### src/rtl/turn_queue_if.sv
// Button/tick inputs and direction-stream outputs between the debouncers and game logic.
// The slave side is the turn queue; the master side drives buttons and observes turns.
interface turn_queue_if #(
    parameter int DEPTH = 4
);
    logic                     up;
    logic                     down;
    logic                     left;
    logic                     right;
    logic                     enter;
    logic                     update;
    logic                     start;
    logic                     game_over;
    logic [3:0]               direction;
    logic                     step;
    logic                     paused;
    logic [$clog2(DEPTH):0]   queue_count;
    logic                     dropped;

    modport master (
        output up, down, left, right, enter,
        output update, start, game_over,
        input  direction, step, paused,
        input  queue_count, dropped
    );

    modport slave (
        input  up, down, left, right, enter,
        input  update, start, game_over,
        output direction, step, paused,
        output queue_count, dropped
    );
endinterface

### src/rtl/turn_queue.sv
// Buffered, reversal-safe one-hot turn queue with start/pause/game-over sequencing.
// Presses become FIFO entries; each move tick pops the head into the live direction.
module turn_queue #(
    parameter int         DEPTH    = 4,
    parameter logic [3:0] INIT_DIR = 4'b1000
) (
    input  logic         pixel_clk,
    input  logic         reset,
    turn_queue_if.slave  bus
);
    localparam int PW = $clog2(DEPTH);
    localparam int CW = PW + 1;

    typedef enum logic [1:0] {
        IDLE,
        RUN,
        PAUSE,
        OVER
    } state_e;

    state_e          state_q, state_d;
    logic [4:0]      prev_q;
    logic [4:0]      lvl, edg;
    logic [3:0]      fifo_q [DEPTH];
    logic [PW-1:0]   head_q, head_d;
    logic [PW-1:0]   tail_q, tail_d;
    logic [CW-1:0]   count_q, count_d;
    logic [3:0]      dir_q, dir_d;
    logic            step_q, step_d;
    logic            drop_q, drop_d;
    logic [3:0]      cand, ref_dir, opp;
    logic            run_st, pause_st;
    logic            pop, push, full, empty, rej;

    assign lvl = {bus.enter, bus.right, bus.left, bus.down, bus.up};
    assign edg = lvl & ~prev_q;

    always_ff @(posedge pixel_clk) begin
        if (reset) begin
            state_q <= IDLE;
        end else begin
            state_q <= state_d;
        end
    end

    always_comb begin
        state_d = state_q;
        if (!bus.start) begin
            state_d = IDLE;
        end else begin
            unique case (state_q)
                IDLE:  state_d = RUN;
                RUN: begin
                    if (bus.game_over)  state_d = OVER;
                    else if (edg[4])    state_d = PAUSE;
                end
                PAUSE: begin
                    if (bus.game_over)  state_d = OVER;
                    else if (edg[4])    state_d = RUN;
                end
                OVER:  state_d = OVER;
                default: state_d = IDLE;
            endcase
        end
    end

    always_comb begin
        run_st   = (state_q == RUN);
        pause_st = (state_q == PAUSE);
    end

    always_comb begin
        cand = 4'b0000;
        if (edg[0])       cand = 4'b0001;
        else if (edg[1])  cand = 4'b0010;
        else if (edg[2])  cand = 4'b0100;
        else if (edg[3])  cand = 4'b1000;

        empty   = (count_q == '0);
        full    = (count_q == CW'(DEPTH));
        ref_dir = empty ? dir_q : fifo_q[tail_q - PW'(1)];
        // Swapping the bit pairs maps up<->down and left<->right.
        opp     = {ref_dir[2], ref_dir[3], ref_dir[0], ref_dir[1]};

        pop     = run_st && bus.update && !empty;
        rej     = (cand == ref_dir) || (cand == opp) || (full && !pop);
        push    = run_st && (cand != 4'b0000) && !rej;
        drop_d  = run_st && (cand != 4'b0000) && rej;
        step_d  = run_st && bus.update;

        head_d  = pop  ? head_q + PW'(1) : head_q;
        tail_d  = push ? tail_q + PW'(1) : tail_q;
        count_d = count_q + CW'(push) - CW'(pop);
        dir_d   = pop ? fifo_q[head_q] : dir_q;

        if (!bus.start || state_q == IDLE) begin
            pop     = 1'b0;
            push    = 1'b0;
            drop_d  = 1'b0;
            step_d  = 1'b0;
            head_d  = '0;
            tail_d  = '0;
            count_d = '0;
            dir_d   = INIT_DIR;
        end
    end

    always_ff @(posedge pixel_clk) begin
        if (reset) begin
            prev_q  <= '1;
            head_q  <= '0;
            tail_q  <= '0;
            count_q <= '0;
            dir_q   <= INIT_DIR;
            step_q  <= 1'b0;
            drop_q  <= 1'b0;
        end else begin
            prev_q  <= lvl;
            head_q  <= head_d;
            tail_q  <= tail_d;
            count_q <= count_d;
            dir_q   <= dir_d;
            step_q  <= step_d;
            drop_q  <= drop_d;
        end
    end

    always_ff @(posedge pixel_clk) begin
        if (push) begin
            fifo_q[tail_q] <= cand;
        end
    end

    assign bus.direction   = dir_q;
    assign bus.step        = step_q;
    assign bus.paused      = pause_st;
    assign bus.queue_count = count_q;
    assign bus.dropped     = drop_q;
endmodule
### src/flat_wrapper.sv
// flat-port wrapper written by rule: the top's interface ports become plain ports
module turn_queue_flat 
#(
    parameter int         DEPTH    = 4,
    parameter logic [3:0] INIT_DIR = 4'b1000
)
  (pixel_clk, reset, bus_up, bus_down, bus_left, bus_right, bus_enter, bus_update, bus_start, bus_game_over, bus_direction, bus_step, bus_paused, bus_queue_count, bus_dropped);
  turn_queue_if #(.DEPTH(DEPTH)) bus_i ();
  input  logic pixel_clk;
  input  logic reset;
  input wire logic [$bits(bus_i.up)-1:0] bus_up;
  input wire logic [$bits(bus_i.down)-1:0] bus_down;
  input wire logic [$bits(bus_i.left)-1:0] bus_left;
  input wire logic [$bits(bus_i.right)-1:0] bus_right;
  input wire logic [$bits(bus_i.enter)-1:0] bus_enter;
  input wire logic [$bits(bus_i.update)-1:0] bus_update;
  input wire logic [$bits(bus_i.start)-1:0] bus_start;
  input wire logic [$bits(bus_i.game_over)-1:0] bus_game_over;
  output wire logic [$bits(bus_i.direction)-1:0] bus_direction;
  output wire logic [$bits(bus_i.step)-1:0] bus_step;
  output wire logic [$bits(bus_i.paused)-1:0] bus_paused;
  output wire logic [$bits(bus_i.queue_count)-1:0] bus_queue_count;
  output wire logic [$bits(bus_i.dropped)-1:0] bus_dropped;
  assign bus_i.up = bus_up;
  assign bus_i.down = bus_down;
  assign bus_i.left = bus_left;
  assign bus_i.right = bus_right;
  assign bus_i.enter = bus_enter;
  assign bus_i.update = bus_update;
  assign bus_i.start = bus_start;
  assign bus_i.game_over = bus_game_over;
  assign bus_direction = bus_i.direction;
  assign bus_step = bus_i.step;
  assign bus_paused = bus_i.paused;
  assign bus_queue_count = bus_i.queue_count;
  assign bus_dropped = bus_i.dropped;
  turn_queue #(.DEPTH(DEPTH), .INIT_DIR(INIT_DIR)) u_core (.pixel_clk(pixel_clk), .reset(reset), .bus(bus_i));
endmodule
### config.mk
export PLATFORM = sky130hd
export DESIGN_NAME = turn_queue_flat
export DESIGN_NICKNAME = d
export VERILOG_FILES = /design/src/rtl/turn_queue_if.sv /design/src/rtl/turn_queue.sv /design/src/flat_wrapper.sv
export SDC_FILE = /design/constraint.sdc
export NUM_CORES = 1
export LEC_CHECK = 0
export BUFFER_PORTS_ARGS = -buffer_cell sky130_fd_sc_hd__buf_2
export CORE_ASPECT_RATIO = 0.75
export CORE_MARGIN = 8
export CORE_UTILIZATION = 40
export CTS_CLUSTER_DIAMETER = 80
export CTS_CLUSTER_SIZE = 8
export DETAILED_ROUTE_END_ITERATION = 8
export HOLD_SLACK_MARGIN = 0.06
export MAX_ROUTING_LAYER = met4
export PLACE_DENSITY = 0.59
export SYNTH_ARGS = -nofsm -noshare
export SYNTH_HDL_FRONTEND = slang
export SYNTH_SLANG_ARGS = --single-unit
### constraint.sdc
create_clock -name pixel_clk -period 3.9 [get_ports pixel_clk]
set_clock_uncertainty 0.1 [all_clocks]
set_input_delay 0.585 -clock pixel_clk [delete_from_list [all_inputs] [get_ports pixel_clk]]
set_output_delay 0.585 -clock pixel_clk [all_outputs]
set_load 0.02 [all_outputs]
# [Word level (Yosys, flattened, before mapping)]
# Memory sizes are Yosys's and may differ from the RTL's. A register that Yosys moved wholly into a read port is not among the register bits.
# Cells that the tools add are included.
[op_classes] bitwise_logic=3 n_mux=13 addsub=5 eq_ne=8 n_reduce_logical=19
[op_table] operator="4-bit two-way mux" n=5
[op_table] operator="4-bit == test" n=2
[op_table] operator="2-bit two-way mux" n=4
[op_table] operator="2-bit one-hot mux with 4 select lines" n=1
[op_table] operator="1-bit logical AND" n=6
[op_table] operator="3-bit by 2-bit != test with 1-bit output, second input constant" n=2
[op_table] operator="5-bit AND" n=1
[op_table] operator="5-bit inverter" n=1
[op_table] operator="2-bit by 1-bit adder with 2-bit output, second input constant" n=2
[op_table] operator="2-bit == test, second input constant" n=2
[op_table] operator="1-bit zero test" n=4
[op_table] operator="4-bit nonzero test" n=1
[op_table] operator="2-bit OR reduction" n=2
[op_table] operator="3-bit by 1-bit adder with 3-bit output" n=1
[op_table] operator="3-bit == test, second input constant" n=1
[op_table] operator="3-bit zero test" n=1
[op_table] operator="1-bit logical OR" n=3
[op_table] operator="1-bit two-way mux" n=3
[op_table] operator="3-bit by 1-bit subtractor with 3-bit output" n=1
[op_table] operator="2-bit by 1-bit == test with 1-bit output, second input constant" n=1
[op_table] operator="2-bit zero test" n=1
[op_table] operator="2-bit AND reduction" n=1
[op_table] operator="2-bit by 1-bit subtractor with 2-bit output, second input constant" n=1
[op_table] operator="1-bit inverter" n=1
[totals] register_bits=16 mem_bits_rw=16 wordCells=56 n_memories=1
[mem_list] memory="u_core.fifo_q" words=4 width=4 read_ports=2 rd_ports_with_merged_regs=1 write_ports=1 line_no="turn_queue.sv:24" source="logic [3:0] fifo_q [DEPTH];"

# [Logic depth before layout (Yosys ltp)]
# Gate-level depths: netlist of run 1.
[depth] word_depth=14 ltp_mapped=16 ltp_nobuf=14

# [Least setup slack after synthesis of run 1]
# No wires, ideal clock.
[synth_timing] kind="reg-to-reg" from="register u_core.tail_q[0]" to="register u_core.count_q[2], in the netlist u_core.bus.queue_count[2]" t_arrival_ns=2.947 stages_incl_launch_ff=17 t_required_ns=3.674 setup_time_ns=0.126 setup_slack_ns=0.727 synth_period_minus_slack_ns=3.173 path_cell_list="dfxtp_1 buf_6 inv_1 ha_1 mux4_2 mux2i_4 xor2_1 nor2_1 o22ai_1 and3b_1 buf_6 ha_1 inv_1 fa_1 xor2_1 xnor2_1 nor2_1"
[synth_between] elab_chain_cells=10 elab_cells_between_ends=11 classes_between="add/sub: 3; eq/ne: 2; mux: 1; reduce/logical: 4; memory: 1"
[synth_lines] item="start: declaration" line_no="turn_queue.sv:26" source="logic [PW-1:0] tail_q, tail_d;"
[synth_lines] item="start signal: assignment" line_no="turn_queue.sv:120" source="tail_q <= tail_d;"
[synth_lines] item="2-bit by 1-bit subtractor with 2-bit output *" line_no="turn_queue.sv:81" source="ref_dir = empty ? dir_q : fifo_q[tail_q - PW'(1)];"
[synth_lines] item="memory 4 x 4 bit *"
[synth_lines] item="4-bit two-way mux *" line_no="turn_queue.sv:81"
[synth_lines] item="4-bit == test" line_no="turn_queue.sv:86" source="rej = (cand == ref_dir) || (cand == opp) || (full && !pop);"
[synth_lines] item="1-bit logical OR * (2 in a row)" line_no="turn_queue.sv:86"
[synth_lines] item="1-bit zero test *" line_no="turn_queue.sv:87" source="push = run_st && (cand != 4'b0000) && !rej;"
[synth_lines] item="1-bit logical AND *" line_no="turn_queue.sv:87"
[synth_lines] item="3-bit by 1-bit adder with 3-bit output *" line_no="turn_queue.sv:93" source="count_d = count_q + CW'(push) - CW'(pop);"
[synth_lines] item="3-bit by 1-bit subtractor with 3-bit output *" line_no="turn_queue.sv:93"
[synth_lines] item="end signal: assignment" line_no="turn_queue.sv:121" source="count_q <= count_d;"
[synth_lines] item="end: declaration" line_no="turn_queue.sv:27" source="logic [CW-1:0] count_q, count_d;"
# Every way passes the cells marked *; elsewhere a longest branch is shown, timed or not.
# A chain may end at the register's enable or synchronous reset.

# [Final worst setup path of run 1]
[layout_timing] from="register u_core.tail_q[1]" to="register u_core.count_q[2], in the netlist u_core.bus.queue_count[2]"
# The elaborated chain is that of the path after synthesis.

==> impl_summary.log, run 1 <==
[metrics] post-route cell area: 0.00212 mm2
[metrics] number of maximum-capacitance violations: 0
[metrics] portion of synthesized cell area occupied by the leading cell type: 25.7%
[metrics] critical path data required time: 3.98 ns
[metrics] count of pins on the block boundary: 20
[metrics] Syn Std Cell Area: between 0.0015 and 0.002 mm2
[metrics] first-pass GRT wire length: roughly 6500 um
[metrics] highest fanout seen on the critical path: 5
[metrics] area leader, netlist: sky130_fd_sc_hd__edfxtp_1
[metrics] most frequent cells after synthesis: 20 x sky130_fd_sc_hd__dfxtp_1, 16 x sky130_fd_sc_hd__edfxtp_1, 16 x sky130_fd_sc_hd__nor2_1
[metrics] internal reg-to-reg setup slack: a little under 0.7 ns
[metrics] clock latency on the worst-skew pair: 0.29 ns
[metrics] last weighted congestion value of the routability-driven placer: 0.766
[metrics] cell leakage power: between 0.8 and 0.9 nW
[metrics] Max Transition Viols Final: 0
[metrics] number of levels the H-tree was split into: 2
[metrics] worst setup path class: reg2reg
[metrics] total of endpoints with negative setup slack in the final report: 0
[metrics] root buffer selected by CTS: sky130_fd_sc_hd__clkbuf_8
[metrics] count of input and output buffers: 19
[metrics] number of storage elements in the synthesis netlist: 36
[metrics] remaining antenna violation count: 0
[metrics] die area: 0.00715 mm2
[metrics] initial core utilization: 41.7%
[metrics] share of post-route cells with drive strength above 1: 28.9%
[metrics] placeable core area: approximately 0.0045 mm2
[metrics] most common cell in the netlist: sky130_fd_sc_hd__dfxtp_1
[metrics] overall track demand over capacity in global routing: 12.6%
[metrics] synth top area cells: sky130_fd_sc_hd__edfxtp_1 26%, sky130_fd_sc_hd__dfxtp_1 21%, sky130_fd_sc_hd__mux4_2 9.6%, sky130_fd_sc_hd__ha_1 4.0%, sky130_fd_sc_hd__xor2_1 3.3%
[metrics] Iteration-0 DRC Markers: 87
[metrics] unrepaired setup endpoints after global routing: false
[metrics] Total Negative Setup Slacks: 0 ns
[metrics] Row Count: 21
[metrics] part of the Yosys area used for sequential elements: between 40% and 50%
[metrics] number of antenna violations at the first check in global routing: 0
[metrics] overflow left after global routing: 0
[metrics] Final Hold Fails: 0
[metrics] vias in the first global route: 1,266
[metrics] Critical Path Source Type: flop
[metrics] synth unique cells: 42
[metrics] post-CTS sizing: 0
[metrics] CTS Hold Buffers Added: 0
[metrics] CTS Buf Count: 5
[metrics] die extent in y: between 70 and 80 um
[metrics] outcome: complete, no violations
[metrics] ratio of final minimum period to clock period: 82.4%
[metrics] signed area change from the synthesized netlist to the final layout: 13.0%
[metrics] overall die width: 95.0 um
[metrics] average cell area after synthesis: 12.0 um2
[metrics] TritonCTS clock tree: built
[metrics] kind of path behind the tightest hold check: in2reg
[metrics] WL final: ~3900 um
[metrics] Period minus WS final: between 3 and 4 ns
[metrics] nets in the synthesized netlist: 173
[metrics] primary flip-flop cell chosen by synthesis mapping: sky130_fd_sc_hd__dfxtp_1
[metrics] length of the first detailed-routing pass in iterations: 4
[metrics] Post-Syn Instances: 156
[metrics] Sinks on Clock Net: 36
[metrics] arrival time at the worst endpoint: 3.30 ns
[metrics] Setup crit end kind: flop
[metrics] Vias/cell: 5.24
[metrics] Antenna Cells: 0
[metrics] EDFF count, synth: 16
[metrics] Placed Instance Area: 0.00202 mm2
[metrics] buffer count from post-CTS setup fixing: 0
[metrics] pwr/cell area: 346 mW/mm2
[metrics] filler instances: 413
[metrics] Worst VDD drop: 0.235 mV
[metrics] maximum root-to-sink buffer count: 2
[metrics] Core Util, Final: 47.1%
[metrics] clock-pin slew of the registers on the worst-case setup and hold paths: approximately 0.070 ns
[metrics] Layout Nets: about 200
[metrics] pin count of the biggest net entering global routing: 12
[metrics] total number of yosys warnings: 0
[metrics] relative slew slack: about 63%
[metrics] FMAX: just over 300 MHz
[metrics] actual slew at the worst max-slew pin: 0.545 ns
[metrics] sum of net half-perimeters after detailed placement: 3110 um
[metrics] post-route DRC violation count: 0
[metrics] per-cell routed wire length: 16.5 um
[metrics] count of vias placed by the detailed router: 1,241
[metrics] Async SR Flop Fraction: 0%
[routing by layer]
metal / track usage (%) / vias up / routed length [um]
met5: - / - / 0
met4: 3.62 / 0 / 44
met3: 3.78 / 6 / 222
met2: 17.1 / 25 / 1680
met1: 17.5 / 614 / 1960
li1: - / 596 / -
[cell usage in the layout, fill, tap and decap left out, drive strengths merged, types with 2 or more instances in the layout]
cell	netlist	final
a21oi	5	5
and4b	4	4
buf	5	22
clkbuf	1	8
dfxtp	20	20
edfxtp	16	16
ha	6	6
inv	9	9
mux2i	5	5
mux4	8	8
nand2	9	9
nand2b	3	3
nor2	16	16
nor2b	4	4
nor3	4	4
o21ai	5	5
o22ai	2	2
or2	6	6
xnor2	6	6
xor2	7	7
[flip-flops by register name, indices dropped and copies added, names as in the netlist]
signal and cells:
u_core.bus.queue_count 3, u_core.bus.direction 4, u_core.prev_q 5, u_core.bus.dropped 1
u_core.bus.step 1, u_core.fifo_q 16, u_core.head_q 2, u_core.tail_q 2
u_core.state_q 2
[per-stage QoR]
step                      setup WS (ns)  hold slack, ns  cells  total power, W
after floorplan                   0.727           0.368    156        0.000437
after global placement            0.661           0.384    229        0.000448
after detailed placement          0.608           0.402    229        0.000450
after CTS                         0.705           0.387    237        0.000738
after global routing              0.462           0.394    237        0.000760
final                             0.686           0.393    237        0.000732
[power breakdown]
| group | internal (W) | switching [W] |
|---|---|---|
| Sequential | 0.000397 | 0.00000199 |
| Combinational | 0.0000187 | 0.0000240 |
| Clock | 0.000161 | 0.000129 |
| Total | 0.000577 | 0.000155 |
[cells by family after synthesis]
logic type,Yosys count,synth area share (%)
and+or+nand+nor,53,17.3
DFF,36,47.0
AOI/OAI and AO/OA,18,6.35
buffers and inverters,15,4.41
muxes,14,13.8
xor gates and xnor gates,13,6.08
adders and majority gates,7,5.08
[cell type report]
class                      count  area [um2]  area share (%)
clock buffer                   8         100            4.73
inverter                       9        36.3            1.71
multi-input combinational    105         910            43.0
sequential                    36         881            41.6
tap                           57        71.3            3.37
timing repair buffer          22         118            5.56
[worst max-delay path: stages, from the launching register on]
cell	delay [ns]
sky130_fd_sc_hd__dfxtp_1	0.39
sky130_fd_sc_hd__inv_1	0.09
sky130_fd_sc_hd__ha_1	0.42
sky130_fd_sc_hd__mux4_2	0.37
sky130_fd_sc_hd__mux2i_1	0.19
sky130_fd_sc_hd__xnor2_1	0.14
sky130_fd_sc_hd__nor2_1	0.08
sky130_fd_sc_hd__o22ai_1	0.20
sky130_fd_sc_hd__and3b_1	0.21
sky130_fd_sc_hd__ha_1	0.15
sky130_fd_sc_hd__inv_1	0.05
sky130_fd_sc_hd__fa_1	0.37
sky130_fd_sc_hd__xor2_1	0.17
sky130_fd_sc_hd__xnor2_1	0.13
sky130_fd_sc_hd__nor2_1	0.05
[final timing paths]
kind	start	to	depth (start not counted)
setup reg to reg	u_core.tail_q[1]	u_core.bus.queue_count[2]	14
hold / removal	bus_enter	u_core.prev_q[4]	2
hold reg to reg	u_core.tail_q[1]	u_core.tail_q[1]	2
setup / recovery	u_core.tail_q[1]	u_core.bus.queue_count[2]	14
(Power assumes the default switching activity.)
==> inputs of run 2 (changes only) <==
==> constraint.sdc (replaced) <==
create_clock -name pixel_clk -period 3.3 [get_ports pixel_clk]
set_clock_uncertainty 0.1 [all_clocks]
set_input_delay 0.495 -clock pixel_clk [delete_from_list [all_inputs] [get_ports pixel_clk]]
set_output_delay 0.495 -clock pixel_clk [all_outputs]
set_load 0.02 [all_outputs]
==> impl_summary.log, run 2 (synthesized netlist as in run 1, its figures left out) <==
[metrics] die extent in y: 75.3 um (unchanged)
[metrics] vias in the first global route: 1,241 (was 1,266)
[metrics] Critical Path Source Type: flop (unchanged)
[metrics] clock latency on the worst-skew pair: 0.29 ns (about the same)
[metrics] count of pins on the block boundary: 20 (unchanged)
[metrics] Max Transition Viols Final: 0 (unchanged)
[metrics] Sinks on Clock Net: 36 (unchanged)
[metrics] cell leakage power: 0.846 nW (was 0.817 nW)
[metrics] number of maximum-capacitance violations: 0 (unchanged)
[metrics] flip-flop count of the largest register after layout: 16 (unchanged)
[metrics] first-pass GRT wire length: 6220 um (was 6470 um)
[metrics] pin count of the biggest net entering global routing: 14 (was 12)
[metrics] fraction of met1 tracks used by global routing: 16.6% (was 17.5%)
[metrics] last weighted congestion value of the routability-driven placer: 0.829 (was 0.766)
[metrics] remaining antenna violation count: 0 (unchanged)
[metrics] met3 routing resource usage after global routing: 4.88% (was 3.78%)
[metrics] maximum root-to-sink buffer count: 2 (unchanged)
[metrics] Iteration-0 DRC Markers: 86 (was 87)
[metrics] kind of path behind the tightest hold check: in2reg (unchanged)
[metrics] initial core utilization: 41.7% (unchanged)
[metrics] number of antenna violations at the first check in global routing: 0 (unchanged)
[metrics] global-route track usage on met2: 16.0% (was 17.1%)
[metrics] share of post-route cells with drive strength above 1: 32.8% (was 28.9%)
[metrics] top library cells by usage in the layout, fill and taps aside: 19 x sky130_fd_sc_hd__buf_2, 19 x sky130_fd_sc_hd__dfxtp_1, 16 x sky130_fd_sc_hd__nor2_1, 16 x sky130_fd_sc_hd__edfxtp_1 (was 20 x sky130_fd_sc_hd__dfxtp_1, 19 x sky130_fd_sc_hd__buf_2, 16 x sky130_fd_sc_hd__nor2_1, 16 x sky130_fd_sc_hd__edfxtp_1, 9 x sky130_fd_sc_hd__nand2_1)
[metrics] signed area change from the synthesized netlist to the final layout: 15.4% (was 13.0%)
[metrics] count of input and output buffers: 19 (unchanged)
[metrics] highest fanout seen on the critical path: 4 (was 5)
[metrics] actual slew at the worst max-slew pin: 0.373 ns (was 0.545 ns)
[metrics] Worst VDD drop: 0.184 mV (was 0.235 mV)
[metrics] length of the first detailed-routing pass in iterations: 4 (unchanged)
[metrics] relative slew slack: 75.0% (was 63.4%)
[metrics] top register by number of flip-flops: u_core.fifo_q (unchanged)
[metrics] FMAX: 324 MHz (was 311 MHz)
[metrics] post-route insts no fill: 243 (was 237)
[metrics] total of endpoints with negative setup slack in the final report: 0 (unchanged)
[metrics] worst setup path class: reg2reg (unchanged)
[metrics] count of vias placed by the detailed router: 1,250 (was 1,241)
[metrics] post-route cell area: 0.00216 mm2 (was 0.00212 mm2)
[metrics] number of levels the H-tree was split into: 2 (unchanged)
[metrics] Total Negative Setup Slacks: 0 ns (unchanged)
[metrics] Layout Nets: 202 (was 196)
[metrics] overall die width: 95.0 um (unchanged)
[metrics] grt peak-use layer: met1 (unchanged)
[metrics] sum of net half-perimeters after detailed placement: 2990 um (was 3110 um)
[metrics] Placed Cells incl. Taps: 234 (was 229)
[metrics] die area: 0.00715 mm2 (unchanged)
[metrics] arrival time at the worst endpoint: 3.17 ns (was 3.30 ns)
[metrics] unrepaired setup endpoints after global routing: false (unchanged)
[metrics] Placed Instance Area: 0.00205 mm2 (was 0.00202 mm2)
[metrics] clock-pin slew of the registers on the worst-case setup and hold paths: 0.07 ns (about the same)
[metrics] placeable core area: 0.00449 mm2 (unchanged)
[metrics] outcome: complete, no violations (unchanged)
[metrics] overall track demand over capacity in global routing: 12.3% (was 12.6%)
[metrics] CTS Buf Count: 5 (unchanged)
[metrics] WL final: 3860 um (was 3910 um)
[metrics] post-route DRC violation count: 0 (unchanged)
[metrics] Vias/cell: 5.14 (was 5.24)
[metrics] Period minus WS final: 3.09 ns (was 3.21 ns)
[metrics] CTS Hold Buffers Added: 0 (unchanged)
[metrics] critical path data required time: 3.38 ns (was 3.98 ns)
[metrics] root buffer selected by CTS: sky130_fd_sc_hd__clkbuf_8 (unchanged)
[metrics] Setup crit end kind: flop (unchanged)
[metrics] TritonCTS clock tree: built (unchanged)
[metrics] Row Count: 21 (unchanged)
[metrics] pwr/cell area: 391 mW/mm2 (was 346 mW/mm2)
[metrics] Final Hold Fails: 0 (unchanged)
[metrics] ratio of final minimum period to clock period: 93.6% (was 82.4%)
[metrics] Antenna Cells: 0 (unchanged)
[metrics] per-cell routed wire length: 15.9 um (was 16.5 um)
[metrics] overflow left after global routing: 0 (unchanged)
-- run 2: repair_timing --
item,4_1_cts,5_1_grt
gates resized for setup,0,4
setup buffers,0,1
endpoints found under the setup margin,0,1
-- run 2: worst paths after layout --
kind	start	end	depth (start not counted)	slack [ns]
max	u_core.tail_q[1]	u_core.bus.queue_count[2]	14	0.21
min	bus_enter	u_core.prev_q[4]	2	0.30
max reg2reg	u_core.tail_q[1]	u_core.bus.queue_count[2]	14	0.21
min reg2reg	u_core.tail_q[1]	u_core.tail_q[1]	2	0.39
-- run 2: area by class of cell --
| cell class | instances | area, um2 |
|---|---|---|
| Fill cell | 393 | 2330 |
| Multi-Input combinational cell | 105 | 920 |
| Sequential cell | 36 | 882 |
| Timing Repair Buffer | 28 | 163 |
| Clock buffer | 8 | 90.1 |
| Tap cell | 57 | 71.3 |
| Inverter | 9 | 36.3 |
-- run 2: worst max-delay path, cell delays in order, from the launching register on --
cell                      delay, ns
sky130_fd_sc_hd__dfxtp_2       0.35
sky130_fd_sc_hd__inv_1         0.07
sky130_fd_sc_hd__ha_2          0.37
sky130_fd_sc_hd__buf_4         0.14
sky130_fd_sc_hd__mux4_2        0.34
sky130_fd_sc_hd__xor2_1        0.17
sky130_fd_sc_hd__a22o_1        0.19
sky130_fd_sc_hd__nand4_1       0.12
sky130_fd_sc_hd__and3b_2       0.21
sky130_fd_sc_hd__ha_1          0.14
sky130_fd_sc_hd__inv_1         0.05
sky130_fd_sc_hd__fa_1          0.37
sky130_fd_sc_hd__xor2_1        0.17
sky130_fd_sc_hd__xnor2_1       0.14
sky130_fd_sc_hd__nor2_1        0.05
-- run 2: metrics by stage --
step | hold WS, ns | utilization, % | setup WS (ns) | power [W]
global placement | 0.380 | 45.7 | 0.181 | 0.000532
CTS | 0.295 | 47.7 | 0.118 | 0.000853
floorplan | 0.368 | - | 0.127 | 0.000517
global route | 0.295 | 48.1 | 0.0128 | 0.000888
detailed placement | 0.397 | 45.7 | 0.0891 | 0.000534
finish | 0.304 | 48.1 | 0.210 | 0.000846
-- run 2: where the power goes --
part	internal, W	switching, W	leakage, nW
Clock	0.000170	0.000150	0.0455
Sequential	0.000469	0.00000242	0.307
Combinational	0.0000244	0.0000294	0.493
-- run 2: metal layers --
layer	share of wire (%)	vias up
met2	42	36
li1	-	610
met4	1.2	0
met5	0	-
met3	6.6	5
met1	50	599
==> inputs of run 3 (changes only) <==
--- a/config.mk
+++ b/config.mk
@@ -8,13 +8,13 @@
 export BUFFER_PORTS_ARGS = -buffer_cell sky130_fd_sc_hd__buf_2
 export CORE_ASPECT_RATIO = 0.75
 export CORE_MARGIN = 8
-export CORE_UTILIZATION = 40
+export CORE_UTILIZATION = 50
 export CTS_CLUSTER_DIAMETER = 80
 export CTS_CLUSTER_SIZE = 8
 export DETAILED_ROUTE_END_ITERATION = 8
 export HOLD_SLACK_MARGIN = 0.06
 export MAX_ROUTING_LAYER = met4
-export PLACE_DENSITY = 0.59
+export PLACE_DENSITY = 0.71
 export SYNTH_ARGS = -nofsm -noshare
 export SYNTH_HDL_FRONTEND = slang
 export SYNTH_SLANG_ARGS = --single-unit
==> impl_summary.log, run 3 (synthesized netlist as in run 1, its figures left out) <==
[metrics] outcome: complete, no violations (unchanged)
[metrics] overall die width: 86.7 um (was 95.0 um)
[metrics] count of pins on the block boundary: 20 (unchanged)
[metrics] post-route DRC violation count: 0 (unchanged)
[metrics] Total Negative Setup Slacks: 0 ns (unchanged)
[metrics] filler instances: 312 (was 393)
[metrics] die area: 0.00598 mm2 (was 0.00715 mm2)
[metrics] Row Count: 19 (was 21)
[metrics] internal reg-to-reg setup slack: 0.25 ns (was 0.21 ns)
[metrics] Max Transition Viols Final: 0 (unchanged)
[metrics] flip-flop count of the largest register after layout: 16 (unchanged)
[metrics] critical path data required time: 3.38 ns (about the same)
[metrics] Gate power share: 5.8% (was 6.4%)
[metrics] placeable core area: 0.00364 mm2 (was 0.00449 mm2)
[metrics] root buffer selected by CTS: sky130_fd_sc_hd__clkbuf_8 (unchanged)
[metrics] Setup crit end kind: flop (unchanged)
[metrics] overall track demand over capacity in global routing: 13.6% (was 12.3%)
[metrics] Layout Nets: 200 (was 202)
[metrics] Worst Reg-to-Reg Cells: 14 (unchanged)
[metrics] Hold Crit Endpoint: u_core.prev_q[4] (unchanged)
[metrics] worst hold slack: 0.298 ns (was 0.304 ns)
[metrics] remaining antenna violation count: 0 (unchanged)
[metrics] relative slew slack: 67.4% (was 75.0%)
[metrics] Antenna Cells: 0 (unchanged)
[metrics] actual slew at the worst max-slew pin: 0.487 ns (was 0.373 ns)
[metrics] last weighted congestion value of the routability-driven placer: 0.815 (was 0.829)
[metrics] Iteration-0 DRC Markers: 60 (was 86)
[metrics] number of antenna violations at the first check in global routing: 0 (unchanged)
[metrics] length of the first detailed-routing pass in iterations: 4 (unchanged)
[metrics] share of post-route cells with drive strength above 1: 32.6% (was 32.8%)
[metrics] count of vias placed by the detailed router: 1,263 (was 1,250)
[metrics] Worst VDD drop: 0.295 mV (was 0.184 mV)
[metrics] cell leakage power: 0.837 nW (was 0.846 nW)
[metrics] number of cells on the worst hold path: 2 (unchanged)
[metrics] top library cells by usage in the layout, fill and taps aside: 19 x sky130_fd_sc_hd__buf_2, 19 x sky130_fd_sc_hd__dfxtp_1, 16 x sky130_fd_sc_hd__nor2_1, 16 x sky130_fd_sc_hd__edfxtp_1, 9 x sky130_fd_sc_hd__nand2_1 (was 19 x sky130_fd_sc_hd__buf_2, 19 x sky130_fd_sc_hd__dfxtp_1, 16 x sky130_fd_sc_hd__nor2_1, 16 x sky130_fd_sc_hd__edfxtp_1)
[metrics] signed area change from the synthesized netlist to the final layout: 16.0% (was 15.4%)
[metrics] total of endpoints with negative setup slack in the final report: 0 (unchanged)
[metrics] overflow left after global routing: 0 (unchanged)
[metrics] Critical Path Source Type: flop (unchanged)
[metrics] count of input and output buffers: 19 (unchanged)
[metrics] highest fanout seen on the critical path: 5 (was 4)
[metrics] power spent charging and discharging nets: 0.000193 W (was 0.000182 W)
[metrics] Final Hold Fails: 0 (unchanged)
[metrics] TritonCTS clock tree: built (unchanged)
[metrics] FMAX: 328 MHz (was 324 MHz)
[metrics] sum of net half-perimeters after detailed placement: 2980 um (was 2990 um)
[metrics] ratio of final minimum period to clock period: 92.3% (was 93.6%)
[metrics] number of levels the H-tree was split into: 2 (unchanged)
[metrics] part of the total power dissipated in sequential elements: 51.6% (was 55.7%)
[metrics] end of the worst register-to-register path: u_core.bus.queue_count[2] (unchanged)
[metrics] WL final: 3760 um (was 3860 um)
[metrics] pin count of the biggest net entering global routing: 14 (unchanged)
[metrics] arrival time at the worst endpoint: 3.13 ns (was 3.17 ns)
[metrics] maximum root-to-sink buffer count: 2 (unchanged)
[metrics] Period minus WS final: 3.05 ns (was 3.09 ns)
[metrics] die extent in y: 69.0 um (was 75.3 um)
[metrics] switching part of the total: 21.2% (was 21.5%)
[metrics] per-cell routed wire length: 15.9 um (about the same)
[metrics] CTS Hold Buffers Added: 0 (unchanged)
[metrics] power after layout: 0.000913 W (was 0.000846 W)
[metrics] vias in the first global route: 1,274 (was 1,241)
[metrics] Vias/cell: 5.35 (was 5.14)
[metrics] unrepaired setup endpoints after global routing: false (unchanged)
[metrics] worst setup path class: reg2reg (unchanged)
[metrics] Sinks on Clock Net: 36 (unchanged)
[metrics] pwr/cell area: 420 mW/mm2 (was 391 mW/mm2)
[metrics] CTS Buf Count: 5 (unchanged)
[metrics] number of maximum-capacitance violations: 0 (unchanged)
[metrics] worst reg2reg path startpoint: u_core.tail_q[0] (was u_core.tail_q[1])
[metrics] kind of path behind the tightest hold check: in2reg (unchanged)
[metrics] clock latency on the worst-skew pair: 0.29 ns (about the same)
[metrics] first-pass GRT wire length: 6180 um (was 6220 um)
[metrics] top register by number of flip-flops: u_core.fifo_q (unchanged)
[metrics] clock-pin slew of the registers on the worst-case setup and hold paths: 0.07 ns (about the same)
[metrics] power share of the clock group: 42.6% (was 37.9%)
[metrics] Cell Int Power: 0.000720 W (was 0.000664 W)
[metrics] startpoint of the lowest-slack hold path: bus_enter (unchanged)
[metrics] initial core utilization: 51.5% (was 41.7%)
[run 3: final cells by class]
| type | count | area [um2] | share of cell area, % |
|---|---|---|---|
| clock buffers | 5 | 68.8 | 3.17 |
| inverters | 9 | 36.3 | 1.67 |
| clock inverters | 3 | 46.3 | 2.13 |
| multi-input cells | 105 | 926 | 42.6 |
| repair buffers | 26 | 148 | 6.80 |
| well taps | 52 | 65.1 | 3.00 |
| flip-flops and latches | 36 | 882 | 40.6 |
[run 3: metrics by stage]
| step | instance area (um2) | setup WS, ns | utilization (%) | std cells |
|---|---|---|---|---|
| after floorplan | 1870 | 0.127 | - | 156 |
| after global placement | 2030 | 0.172 | 55.9 | 227 |
| after detailed placement | 2030 | 0.0719 | 55.9 | 227 |
| after CTS | 2150 | 0.0606 | 59.0 | 235 |
| after global routing | 2170 | 0.0652 | 59.7 | 236 |
| final | 2170 | 0.254 | 59.7 | 236 |
[run 3: power by group through the flow]
| stage | Clock, W | Combinational, W | Sequential [W] |
|---|---|---|---|
| finish | 0.000389 | 0.0000533 | 0.000471 |
| global route | 0.000415 | 0.0000587 | 0.000472 |
| CTS | 0.000394 | 0.0000527 | 0.000471 |
| detailed placement | 0 | 0.0000522 | 0.000481 |
| global placement | 0 | 0.0000504 | 0.000481 |
| floorplan | 0 | 0.0000354 | 0.000481 |
[run 3: worst max path at each step]
| stage | start | end | depth (start not counted) |
|---|---|---|---|
| final | u_core.tail_q[0] | u_core.bus.queue_count[2] | 14 |
| after floorplan | u_core.tail_q[0] | u_core.bus.queue_count[2] | 16 |
| after detailed placement | u_core.tail_q[1] | u_core.bus.queue_count[2] | 14 |
| after global routing | u_core.tail_q[1] | u_core.bus.queue_count[2] | 14 |
| after CTS | u_core.tail_q[1] | u_core.bus.queue_count[2] | 14 |
| after global placement | u_core.tail_q[1] | u_core.bus.queue_count[2] | 14 |
[run 3: what timing repair did]
item                                    in CTS  in global routing
hold endpoints to repair                     0                  0
buffers inserted                             0                  1
resized for setup                            0                  4
endpoints found under the setup margin       0                  1
[run 3: layer usage]
layer / vias up / global-route usage [%] / share of wire [%]
met4: 0 / 4.38 / 0.98
met2: 23 / 19.5 / 44
met1: 628 / 17.8 / 50
li1: 607 / - / -
met5: - / - / 0
met3: 5 / 4.14 / 4.7
[run 3: critical path: stages, from the launching register on]
cell                      delay, ns
sky130_fd_sc_hd__dfxtp_1       0.33
sky130_fd_sc_hd__inv_1         0.10
sky130_fd_sc_hd__ha_4          0.32
sky130_fd_sc_hd__mux4_2        0.33
sky130_fd_sc_hd__mux2i_2       0.20
sky130_fd_sc_hd__xnor2_1       0.16
sky130_fd_sc_hd__nor2_1        0.06
sky130_fd_sc_hd__o22ai_1       0.19
sky130_fd_sc_hd__and3b_1       0.21
sky130_fd_sc_hd__ha_1          0.15
sky130_fd_sc_hd__inv_1         0.05
sky130_fd_sc_hd__fa_1          0.37
sky130_fd_sc_hd__xor2_1        0.18
sky130_fd_sc_hd__xnor2_1       0.14
sky130_fd_sc_hd__nor2_1        0.06
